[config.mk]
export PLATFORM = sky130hd
export DESIGN_NAME = dft64_ctrl
export DESIGN_NICKNAME = d
export VERILOG_FILES = /design/src/rtl/dft64_pkg.sv /design/src/rtl/dft64_beat_packer.sv /design/src/rtl/dft64_ctrl.sv
export SDC_FILE = /design/constraint.sdc
export NUM_CORES = 1
export LEC_CHECK = 0
export CORE_MARGIN = 2
export CORE_UTILIZATION = 39
export CTS_CLUSTER_DIAMETER = 80
export DETAILED_ROUTE_END_ITERATION = 16
export DONT_BUFFER_PORTS = 1
export GPL_TIMING_DRIVEN = 0
export SKIP_LAST_GASP = 1
export SLEW_MARGIN = 20
export SYNTH_ARGS = -nofsm -noshare
export SYNTH_HDL_FRONTEND = slang
export SYNTH_SLANG_ARGS = --single-unit
[constraint.sdc]
create_clock -name clk -period 9.1 [get_ports clk]
set_clock_uncertainty 0.2 [all_clocks]
set_input_delay 1.82 -clock clk [delete_from_list [all_inputs] [get_ports clk]]
set_output_delay 1.82 -clock clk [all_outputs]
set_load 0.05 [all_outputs]
[src/rtl/dft64_pkg.sv]
// Shared types and default geometry for the dft64 front-end controller.
// Imported by dft64_beat_packer and dft64_ctrl.
package dft64_pkg;

  localparam int SAMPLE_W_DEF     = 16;
  localparam int BEAT_SAMPLES_DEF = 8;
  localparam int FRAME_BEATS_DEF  = 8;

  typedef logic [SAMPLE_W_DEF*BEAT_SAMPLES_DEF-1:0] beat_t;

  typedef enum logic [2:0] {
    INIT    = 3'd0,
    FILL    = 3'd1,
    WAIT    = 3'd2,
    DONE    = 3'd3,
    RECOVER = 3'd4
  } dft64_state_e;

endpackage

[src/rtl/dft64_beat_packer.sv]
// Shift register that gathers BEAT_SAMPLES serial samples into one packed beat.
// The first sample accepted ends up in the most significant slot.
module dft64_beat_packer
  import dft64_pkg::*;
#(
  parameter int SAMPLE_W     = SAMPLE_W_DEF,
  parameter int BEAT_SAMPLES = BEAT_SAMPLES_DEF
) (
  input  logic                                 clk,
  input  logic                                 rst,
  input  logic                                 clr,
  input  logic                                 accept,
  input  logic [SAMPLE_W-1:0]                  s_data,
  output logic [SAMPLE_W*BEAT_SAMPLES-1:0]     beat,
  output logic                                 beat_ready,
  output logic [$clog2(BEAT_SAMPLES)-1:0]      samp_cnt
);

  localparam int BW  = SAMPLE_W * BEAT_SAMPLES;
  localparam int SW  = BW - SAMPLE_W;
  localparam int SCW = $clog2(BEAT_SAMPLES);

  // Only the older samples are stored; the final sample of a beat goes
  // straight from s_data into the beat output.
  logic [SW-1:0]  shift_q, shift_d;
  logic [SCW-1:0] samp_cnt_q, samp_cnt_d;
  logic [BW-1:0]  packed_beat;

  assign packed_beat = {shift_q, s_data};
  assign beat        = packed_beat;
  assign samp_cnt    = samp_cnt_q;

  always_comb begin
    shift_d    = shift_q;
    samp_cnt_d = samp_cnt_q;
    beat_ready = 1'b0;
    if (clr) begin
      shift_d    = '0;
      samp_cnt_d = '0;
    end else if (accept) begin
      shift_d = packed_beat[SW-1:0];
      if (samp_cnt_q == SCW'(BEAT_SAMPLES - 1)) begin
        samp_cnt_d = '0;
        beat_ready = 1'b1;
      end else begin
        samp_cnt_d = samp_cnt_q + 1'b1;
      end
    end
  end

  always_ff @(posedge clk or posedge rst) begin
    if (rst) begin
      shift_q    <= '0;
      samp_cnt_q <= '0;
    end else begin
      shift_q    <= shift_d;
      samp_cnt_q <= samp_cnt_d;
    end
  end

endmodule

[src/rtl/dft64_ctrl.sv]
// Frame scheduler for dft64: packs samples into beats, issues one frame, waits
// for dft_done under a timeout. Define DFT64_CTRL_STATS_EN for frame/timeout counters.
module dft64_ctrl
  import dft64_pkg::*;
#(
  parameter int SAMPLE_W        = SAMPLE_W_DEF,
  parameter int BEAT_SAMPLES    = BEAT_SAMPLES_DEF,
  parameter int FRAME_BEATS     = FRAME_BEATS_DEF,
  parameter int TIMEOUT         = 6,
  parameter int INIT_RST_CYCLES = 2
) (
  input  logic                              clk,
  input  logic                              sreset,
  input  logic                              s_valid,
  output logic                              s_ready,
  input  logic [SAMPLE_W-1:0]               s_data,
  output logic [SAMPLE_W*BEAT_SAMPLES-1:0]  dft_samples,
  output logic                              dft_rel,
  output logic                              dft_sreset,
  input  logic                              dft_done,
  output logic                              frame_done,
  output logic                              frame_err,
  output logic                              err_sticky,
  input  logic                              err_clr,
  output logic                              busy,
  output dft64_state_e                      dbg_state
`ifdef DFT64_CTRL_STATS_EN
  ,
  output logic [15:0]                       frame_count,
  output logic [7:0]                        timeout_count
`endif
);

  localparam int BW  = SAMPLE_W * BEAT_SAMPLES;
  localparam int SCW = $clog2(BEAT_SAMPLES);
  localparam int BCW = $clog2(FRAME_BEATS + 1);
  localparam int WCW = $clog2(TIMEOUT + 1);
  localparam int ICW = $clog2(INIT_RST_CYCLES + 1);

  // Handshake: a sample transfers on every rising clk edge where s_valid and
  // s_ready are both high; s_ready is registered and never looks at s_valid.
  dft64_state_e   state_q, state_d;
  logic [ICW-1:0] init_cnt_q, init_cnt_d;
  logic [BCW-1:0] beat_cnt_q, beat_cnt_d;
  logic [WCW-1:0] wait_cnt_q, wait_cnt_d;
  logic [BW-1:0]  samples_q, samples_d;
  logic           s_ready_q, s_ready_d;
  logic           rel_q, rel_d;
  logic           dft_sreset_q, dft_sreset_d;
  logic           frame_done_q, frame_done_d;
  logic           frame_err_q, frame_err_d;
  logic           err_sticky_q, err_sticky_d;
  logic           timeout_hit;
  logic           pk_clr;
  logic           accept;
  logic [BW-1:0]  pk_beat;
  logic           pk_beat_ready;
  logic [SCW-1:0] pk_samp_cnt;

  assign accept = s_valid & s_ready_q;

  dft64_beat_packer #(
    .SAMPLE_W     (SAMPLE_W),
    .BEAT_SAMPLES (BEAT_SAMPLES)
  ) u_packer (
    .clk        (clk),
    .rst        (sreset),
    .clr        (pk_clr),
    .accept     (accept),
    .s_data     (s_data),
    .beat       (pk_beat),
    .beat_ready (pk_beat_ready),
    .samp_cnt   (pk_samp_cnt)
  );

  always_comb begin
    state_d      = state_q;
    init_cnt_d   = init_cnt_q;
    beat_cnt_d   = beat_cnt_q;
    wait_cnt_d   = wait_cnt_q;
    samples_d    = samples_q;
    s_ready_d    = s_ready_q;
    rel_d        = 1'b0;
    dft_sreset_d = 1'b0;
    frame_done_d = 1'b0;
    frame_err_d  = 1'b0;
    timeout_hit  = 1'b0;
    pk_clr       = 1'b0;
    case (state_q)
      INIT: begin
        dft_sreset_d = 1'b1;
        if (init_cnt_q == ICW'(INIT_RST_CYCLES - 1)) begin
          state_d      = FILL;
          init_cnt_d   = '0;
          dft_sreset_d = 1'b0;
          s_ready_d    = 1'b1;
        end else begin
          init_cnt_d = init_cnt_q + 1'b1;
        end
      end
      FILL: begin
        if (pk_beat_ready) begin
          samples_d  = pk_beat;
          rel_d      = 1'b1;
          beat_cnt_d = beat_cnt_q + 1'b1;
          // Closing the frame: drop s_ready so no sample beyond the frame lands.
          if (beat_cnt_q == BCW'(FRAME_BEATS - 1)) begin
            s_ready_d = 1'b0;
          end
        end
        // beat_cnt reaches FRAME_BEATS only during the last beat's issue cycle.
        if (beat_cnt_q == BCW'(FRAME_BEATS)) begin
          state_d    = WAIT;
          wait_cnt_d = '0;
        end
      end
      WAIT: begin
        if (dft_done) begin
          state_d      = DONE;
          frame_done_d = 1'b1;
        end else if (wait_cnt_q == WCW'(TIMEOUT - 1)) begin
          state_d      = RECOVER;
          frame_err_d  = 1'b1;
          dft_sreset_d = 1'b1;
          timeout_hit  = 1'b1;
        end else begin
          wait_cnt_d = wait_cnt_q + 1'b1;
        end
      end
      DONE, RECOVER: begin
        state_d    = FILL;
        s_ready_d  = 1'b1;
        beat_cnt_d = '0;
        wait_cnt_d = '0;
        pk_clr     = 1'b1;
      end
      default: begin
        state_d = INIT;
      end
    endcase
    // A timeout in the same cycle as err_clr keeps the error visible.
    if (timeout_hit) begin
      err_sticky_d = 1'b1;
    end else if (err_clr) begin
      err_sticky_d = 1'b0;
    end else begin
      err_sticky_d = err_sticky_q;
    end
  end

  always_ff @(posedge clk or posedge sreset) begin
    if (sreset) begin
      state_q      <= INIT;
      init_cnt_q   <= '0;
      beat_cnt_q   <= '0;
      wait_cnt_q   <= '0;
      samples_q    <= '0;
      s_ready_q    <= 1'b0;
      rel_q        <= 1'b0;
      dft_sreset_q <= 1'b1;
      frame_done_q <= 1'b0;
      frame_err_q  <= 1'b0;
      err_sticky_q <= 1'b0;
    end else begin
      state_q      <= state_d;
      init_cnt_q   <= init_cnt_d;
      beat_cnt_q   <= beat_cnt_d;
      wait_cnt_q   <= wait_cnt_d;
      samples_q    <= samples_d;
      s_ready_q    <= s_ready_d;
      rel_q        <= rel_d;
      dft_sreset_q <= dft_sreset_d;
      frame_done_q <= frame_done_d;
      frame_err_q  <= frame_err_d;
      err_sticky_q <= err_sticky_d;
    end
  end

  assign s_ready     = s_ready_q;
  assign dft_samples = samples_q;
  assign dft_rel     = rel_q;
  assign dft_sreset  = dft_sreset_q;
  assign frame_done  = frame_done_q;
  assign frame_err   = frame_err_q;
  assign err_sticky  = err_sticky_q;
  assign dbg_state   = state_q;
  assign busy        = !((state_q == FILL) && (beat_cnt_q == '0) && (pk_samp_cnt == '0));

`ifdef DFT64_CTRL_STATS_EN
  logic [15:0] frame_count_q, frame_count_d;
  logic [7:0]  timeout_count_q, timeout_count_d;

  always_comb begin
    frame_count_d   = frame_count_q;
    timeout_count_d = timeout_count_q;
    if (frame_done_d) begin
      frame_count_d = frame_count_q + 1'b1;
    end
    // Timeouts saturate so a stuck dft64 never reads back as healthy.
    if (frame_err_d && (timeout_count_q != 8'hFF)) begin
      timeout_count_d = timeout_count_q + 1'b1;
    end
  end

  always_ff @(posedge clk or posedge sreset) begin
    if (sreset) begin
      frame_count_q   <= '0;
      timeout_count_q <= '0;
    end else begin
      frame_count_q   <= frame_count_d;
      timeout_count_q <= timeout_count_d;
    end
  end

  assign frame_count   = frame_count_q;
  assign timeout_count = timeout_count_q;
`endif

endmodule

---- Word-level counts from Yosys, hierarchy flattened ----
Index checks and enable logic that the tools add are counted.
cells by class
  add/sub/neg operators ................... 4
  multiply operators ...................... 0
  divide/modulo/power cells ............... 0
  order comparisons ....................... 0
  equality and inequality tests ........... 16
  shifts and indexed selects .............. 0
  mux-type cells .......................... 36
  bitwise operators ....................... 1
  reductions and logical operators ........ 17
operators with widths
  operator               count
  $mux W112              2
  $mux W3                10
  $mux W1                17
  $ne A2 B2 Y1 const B   6
  $pmux W3 S4            1
  $eq A3 B3 Y1 const B   3
  $pmux W3 S3            1
  $pmux W4 S2            1
  $reduce_and A4 Y1      2
  $add A3 B1 Y3 const B  2
  $eq A3 B2 Y1 const B   2
  $logic_not A3 Y1       2
  $reduce_bool A2 Y1     3
  $reduce_bool A3 Y1     2
  $add A4 B1 Y4 const B  1
  $eq A4 B3 Y1 const B   1
  $eq A4 B4 Y1 const B   1
  $logic_not A4 Y1       1
  $mux W4                1
  $reduce_and A2 Y1      2
  $eq A3 B1 Y1 const B   1
  $ne A3 B3 Y1 const B   1
  $pmux W1 S3            1
  $reduce_and A3 Y1      1
  8 further kinds        9
storage, ports and cells
  bits in registers ....................... 261
  bits in latches ......................... 0
  bits in writable memories ............... 0
  bits in read-only memories .............. 0
  input port bits ......................... 21
  output and inout port bits .............. 138
  logic and storage cells ................. 87
  memories kept ........................... 0

---- Logic depth before layout (Yosys ltp) ----
  depth after elaboration ................. 6
  depth in mapped cells ................... 8
  gate-level depth less buffers ........... 6

---- Cells and area by module ----
From an unflattened synthesis, not the netlist that was laid out.
unflattened totals
  cells, all modules ...................... 754
  area, all modules ....................... 10,471.3 um^2
modules (own cells, without submodules)
  module             instances  cells each  area an instance (um^2)  seq. area each (um^2)
  dft64_ctrl         1          361         5,677.9                  3,654.8
  dft64_beat_packer  1          393         4,793.3                  2,877.8

---- Worst setup path before layout ----
Ideal clock, no wire load.
  path type ............................... register to output
  start ................................... register state_q[0], in the netlist dbg_state[0]
  end ..................................... output busy
  arrival time ............................ 1.691 ns
  data required time ...................... 7.080 ns
  setup slack ............................. 5.389 ns
  cell stages (with the launch flop) ...... 4
  buffers on the path ..................... 1
  cells stage by stage .................... dfrtp_1 -> clkbuf_1 -> nor3b_1 -> nand4_1
on the way
  word-level cells in the longest chain between the ends .. 4
ends and longest elaborated chain
  element                           line               RTL
  start: declaration                dft64_ctrl.sv:42   dft64_state_e state_q, state_d;
  start signal: assignment          dft64_ctrl.sv:165  state_q <= state_d;
  $eq A3 B1 Y1                      dft64_ctrl.sv:187  assign busy = !((state_q == FILL) && (beat_cnt_q == '0) && (pk_samp_cnt == '0));
  $logic_and A1 B1 Y1 (2 in a row)  dft64_ctrl.sv:187
  $logic_not A1 Y1                  dft64_ctrl.sv:187
  end: declaration                  dft64_ctrl.sv:25   output logic busy,
No other way between the ends.

---- Final worst setup path ----
Ends and elaborated chain as after synthesis.

==> impl_metrics.tcl <==
set metrics [dict create \
    max_cap_viol_count 0 \
    cts_resized 0 \
    detail_route.wl_per_cell_um 18.6 \
    crit_path_cell_trace "clkbuf_1 > nor3b_1 > nand4_1" \
    design.final.nets 935 \
    synth-adder-area-share 0.00854 \
    chipWidth_um 166 \
    antenna_cells_inserted 0 \
    crit_path_top_delay_cell "sky130_fd_sc_hd__dfrtp_1" \
    xor_xnor_share_of_the_synthesized_area 0.00341 \
    grt_antenna_before_repair 1 \
    worst_pin_slew_ns 0.704 \
    final-hold-violation-count 0 \
    drt-initial-drc-count 319 \
    route.antenna.remaining_nets 0 \
    drive_above_1_share 0.228 \
    path_clk_slew_ns 0.06 \
    track_usage 0.174 \
    dp.final_hpwl_um 17200 \
    postSynthCellCount 867 \
    timing.setup.critical_path_class "reg2out" \
    status "completed" \
    peak_supply_drop_uv 178 \
    synthArstFlopShare 1.00 \
    grt_first_pass_wirelength_um 38700 \
    synth_simple_gate_area_frac 0.104 \
    synthesis.area_per_instance_um2 11.8 \
    synth_enable_flop_cells 0 \
    cp_data_arrival_time_ns 2.47 \
    fp-row-count 59 \
    worst_ep_required_time_ns 7.08 \
    clockRootBuffer "sky130_fd_sc_hd__clkbuf_16" \
    finalWorstSetupSlack_ns 4.61 \
    synth_sequential_area_ratio 0.637 \
    synth_area_um2 10300 \
    post_layout_nonfiller_instances 1261 \
    worst-path-buf-inv 1 \
    floorplan.initialDensity 0.396 \
    synth_compound_area_frac 0.0660 \
    clk_path_buf_depth 3 \
    die-height_um 166 \
    muxShareOfSynthArea 0.141 \
    rsz0062_at_grt "no" \
    start_kind "flip-flop" \
    power.density_cell_area_nw_per_um2 293 \
    post-synth-top-count-cell "sky130_fd_sc_hd__dfrtp_1" \
    cp_top_family "simple AND/OR/NAND/NOR gates" \
    grt_remaining_overflow 0 \
    ys.warnings.count 0 \
    synthFlopType "sky130_fd_sc_hd__dfrtp_1" \
    fillCellCount 2400 \
    core_area_um2 25900 \
    drtPass1Iterations 6 \
    synth_top_cell_area_share 0.634 \
    cts-htree-levels 1 \
    ys_ff_latch 261 \
    leakagePower_nw 5.58 \
    timing.max_slew.rel_slack 0.529 \
    dp_slack_ns 5.19 \
    clock-sinks 261 \
    clock.fmax_mhz 223 \
    synth_area_leader_cell "sky130_fd_sc_hd__dfrtp_1" \
    leading_cell_types_by_total_area_after_synthesis "sky130_fd_sc_hd__dfrtp_1 63%, sky130_fd_sc_hd__mux2_2 14%, sky130_fd_sc_hd__nand2_1 8.5%, sky130_fd_sc_hd__a21oi_1 5.8%, sky130_fd_sc_hd__buf_8 1.3%" \
    yosys.cell_types.count 40 \
    synth_top_family_by_area "multiplexers" \
    period_share 0.493 \
    highest_fanout_seen_on_the_critical_path 10 \
    boundaryPins 159 \
    first_global_vias 6723 \
    via_count 6266 \
    route.detailed.drc 0 \
    routed_wl_um 23500 \
    gp_routability_congestion 0.749 \
    post_cts_setup_repair_bufs 0 \
    setup_tns_ns 0 \
    tritoncts "yes" \
    clk-insertion-delay-late_ns 0.55 \
    finalMaxSlewViolations 0 \
    post_synthesis_net_count 895 \
    end_kind "primary output" \
    detail_route.vias_per_cell 4.97 \
    finalSetupViolCount 0 \
    post-route-min-period_ns 4.49 \
    area.growth.synth_to_final_pct 14.9 \
    cts_hold_buf 0 \
    grt_max_degree 35 \
    hold_path.class "reg2reg" \
    die_area_um2 27600 \
    dpl.cell_count 1211 \
    cts_inserted_buffers 29 \
    cp_slowest_stage_delay_ns 0.65 \
    synth.cells.most_frequent "260 x sky130_fd_sc_hd__dfrtp_1, 232 x sky130_fd_sc_hd__nand2_1, 127 x sky130_fd_sc_hd__mux2_2" \
    quantity_of_i_o_buffers_inserted_on_ports 0 \
]
-- cell usage in the layout (no fill, tap or decap), types with 6 or more instances in the layout --
| cell type | n |
|---|---|
| sky130_fd_sc_hd__buf_8 | 9 |
| sky130_fd_sc_hd__ha_1 | 7 |
| sky130_fd_sc_hd__nand2_1 | 232 |
| sky130_fd_sc_hd__o21ai_0 | 6 |
| sky130_fd_sc_hd__clkbuf_1 | 35 |
| sky130_fd_sc_hd__mux2_2 | 127 |
| sky130_fd_sc_hd__clkbuf_16 | 29 |
| sky130_fd_sc_hd__inv_1 | 11 |
| sky130_fd_sc_hd__buf_2 | 13 |
| sky130_fd_sc_hd__buf_12 | 9 |
| sky130_fd_sc_hd__a21oi_1 | 118 |
| sky130_fd_sc_hd__nor2_1 | 13 |
| sky130_fd_sc_hd__dfrtp_1 | 260 |
-- power by group --
part / switching [mW] / leakage [nW] / total, mW / internal, mW
clock network: 0.458 / 0.442 / 1.13 / 0.673
registers: 0.494 / 3.57 / 1.87 / 1.38
logic: 0.261 / 1.57 / 0.446 / 0.185
total: 1.21 / 5.58 / 3.45 / 2.23
-- through the flow --
step                total power [mW]  cell area, um^2  utilization  hold slack [ns]
floorplan                       2.17            10300            -            0.229
global placement                2.32            10700        0.412            0.241
detailed placement              2.35            10900        0.420            0.257
CTS                             3.49            11800        0.455            0.267
global route                    3.63            11800        0.455            0.306
finish                          3.45            11800        0.455            0.263
-- metal layers --
metal  GRT usage  wire, um  share of wire
met5           0        13        0.00055
met3      0.0608      2080          0.089
met2       0.285     11000           0.47
met4      0.0488       614          0.026
met1       0.220      9760           0.42
-- path summary, 6_finish.rpt --
path,startpoint,endpoint,slack [ns],depth (start not counted)
max in group asynchronous,sreset,dft_samples[65],6.58,5
min in group asynchronous,sreset,dft_samples[120],0.96,1
worst min register to register,init_cnt_q[0],init_cnt_q[1],0.26,1
worst max-delay path,dbg_state[0],busy,4.61,3
worst max register to register,dbg_state[1],u_packer.shift_q[60],6.47,6
worst min-delay path,init_cnt_q[0],init_cnt_q[1],0.26,1
-- cells by family after synthesis --
logic type | after synthesis
mux | 129
compound gates | 131
simple gates | 268
flops | 261
xor+xnor | 4
fa+ha+maj | 7
buf+inv | 67
-- registers in the layout, summed over array words and instances, names as in the netlist --
register           cells
beat_cnt_q             4
dft_rel                1
dbg_state              3
init_cnt_q             2
u_packer.samp_cnt      3
dft_sreset             1
s_ready                1
frame_err              1
err_sticky             1
frame_done             1
dft_samples          128
wait_cnt_q             3
u_packer.shift_q     112
-- worst reg2reg max path, delay by kind of cell (launching register included) --
kind                   cells  cell delay, ns
AO/OA/AOI/OAI              1            0.08
AND/OR/NAND/NOR            2            0.29
flip-flops                 1            0.69
buffers and inverters      3            1.21
-- cell type report --
type                       instances  area [um^2]  share of cell area
clock inverter                     8         98.8             0.00839
multi-input combinational        539         3320               0.282
buffer                            55          363              0.0308
tap                              335          419              0.0356
sequential                       261         6530               0.554
clock buffer                      42          815              0.0691
timing repair buffer               9          188              0.0159
inverter                          12         48.8             0.00414
(Power assumes the default switching activity.)
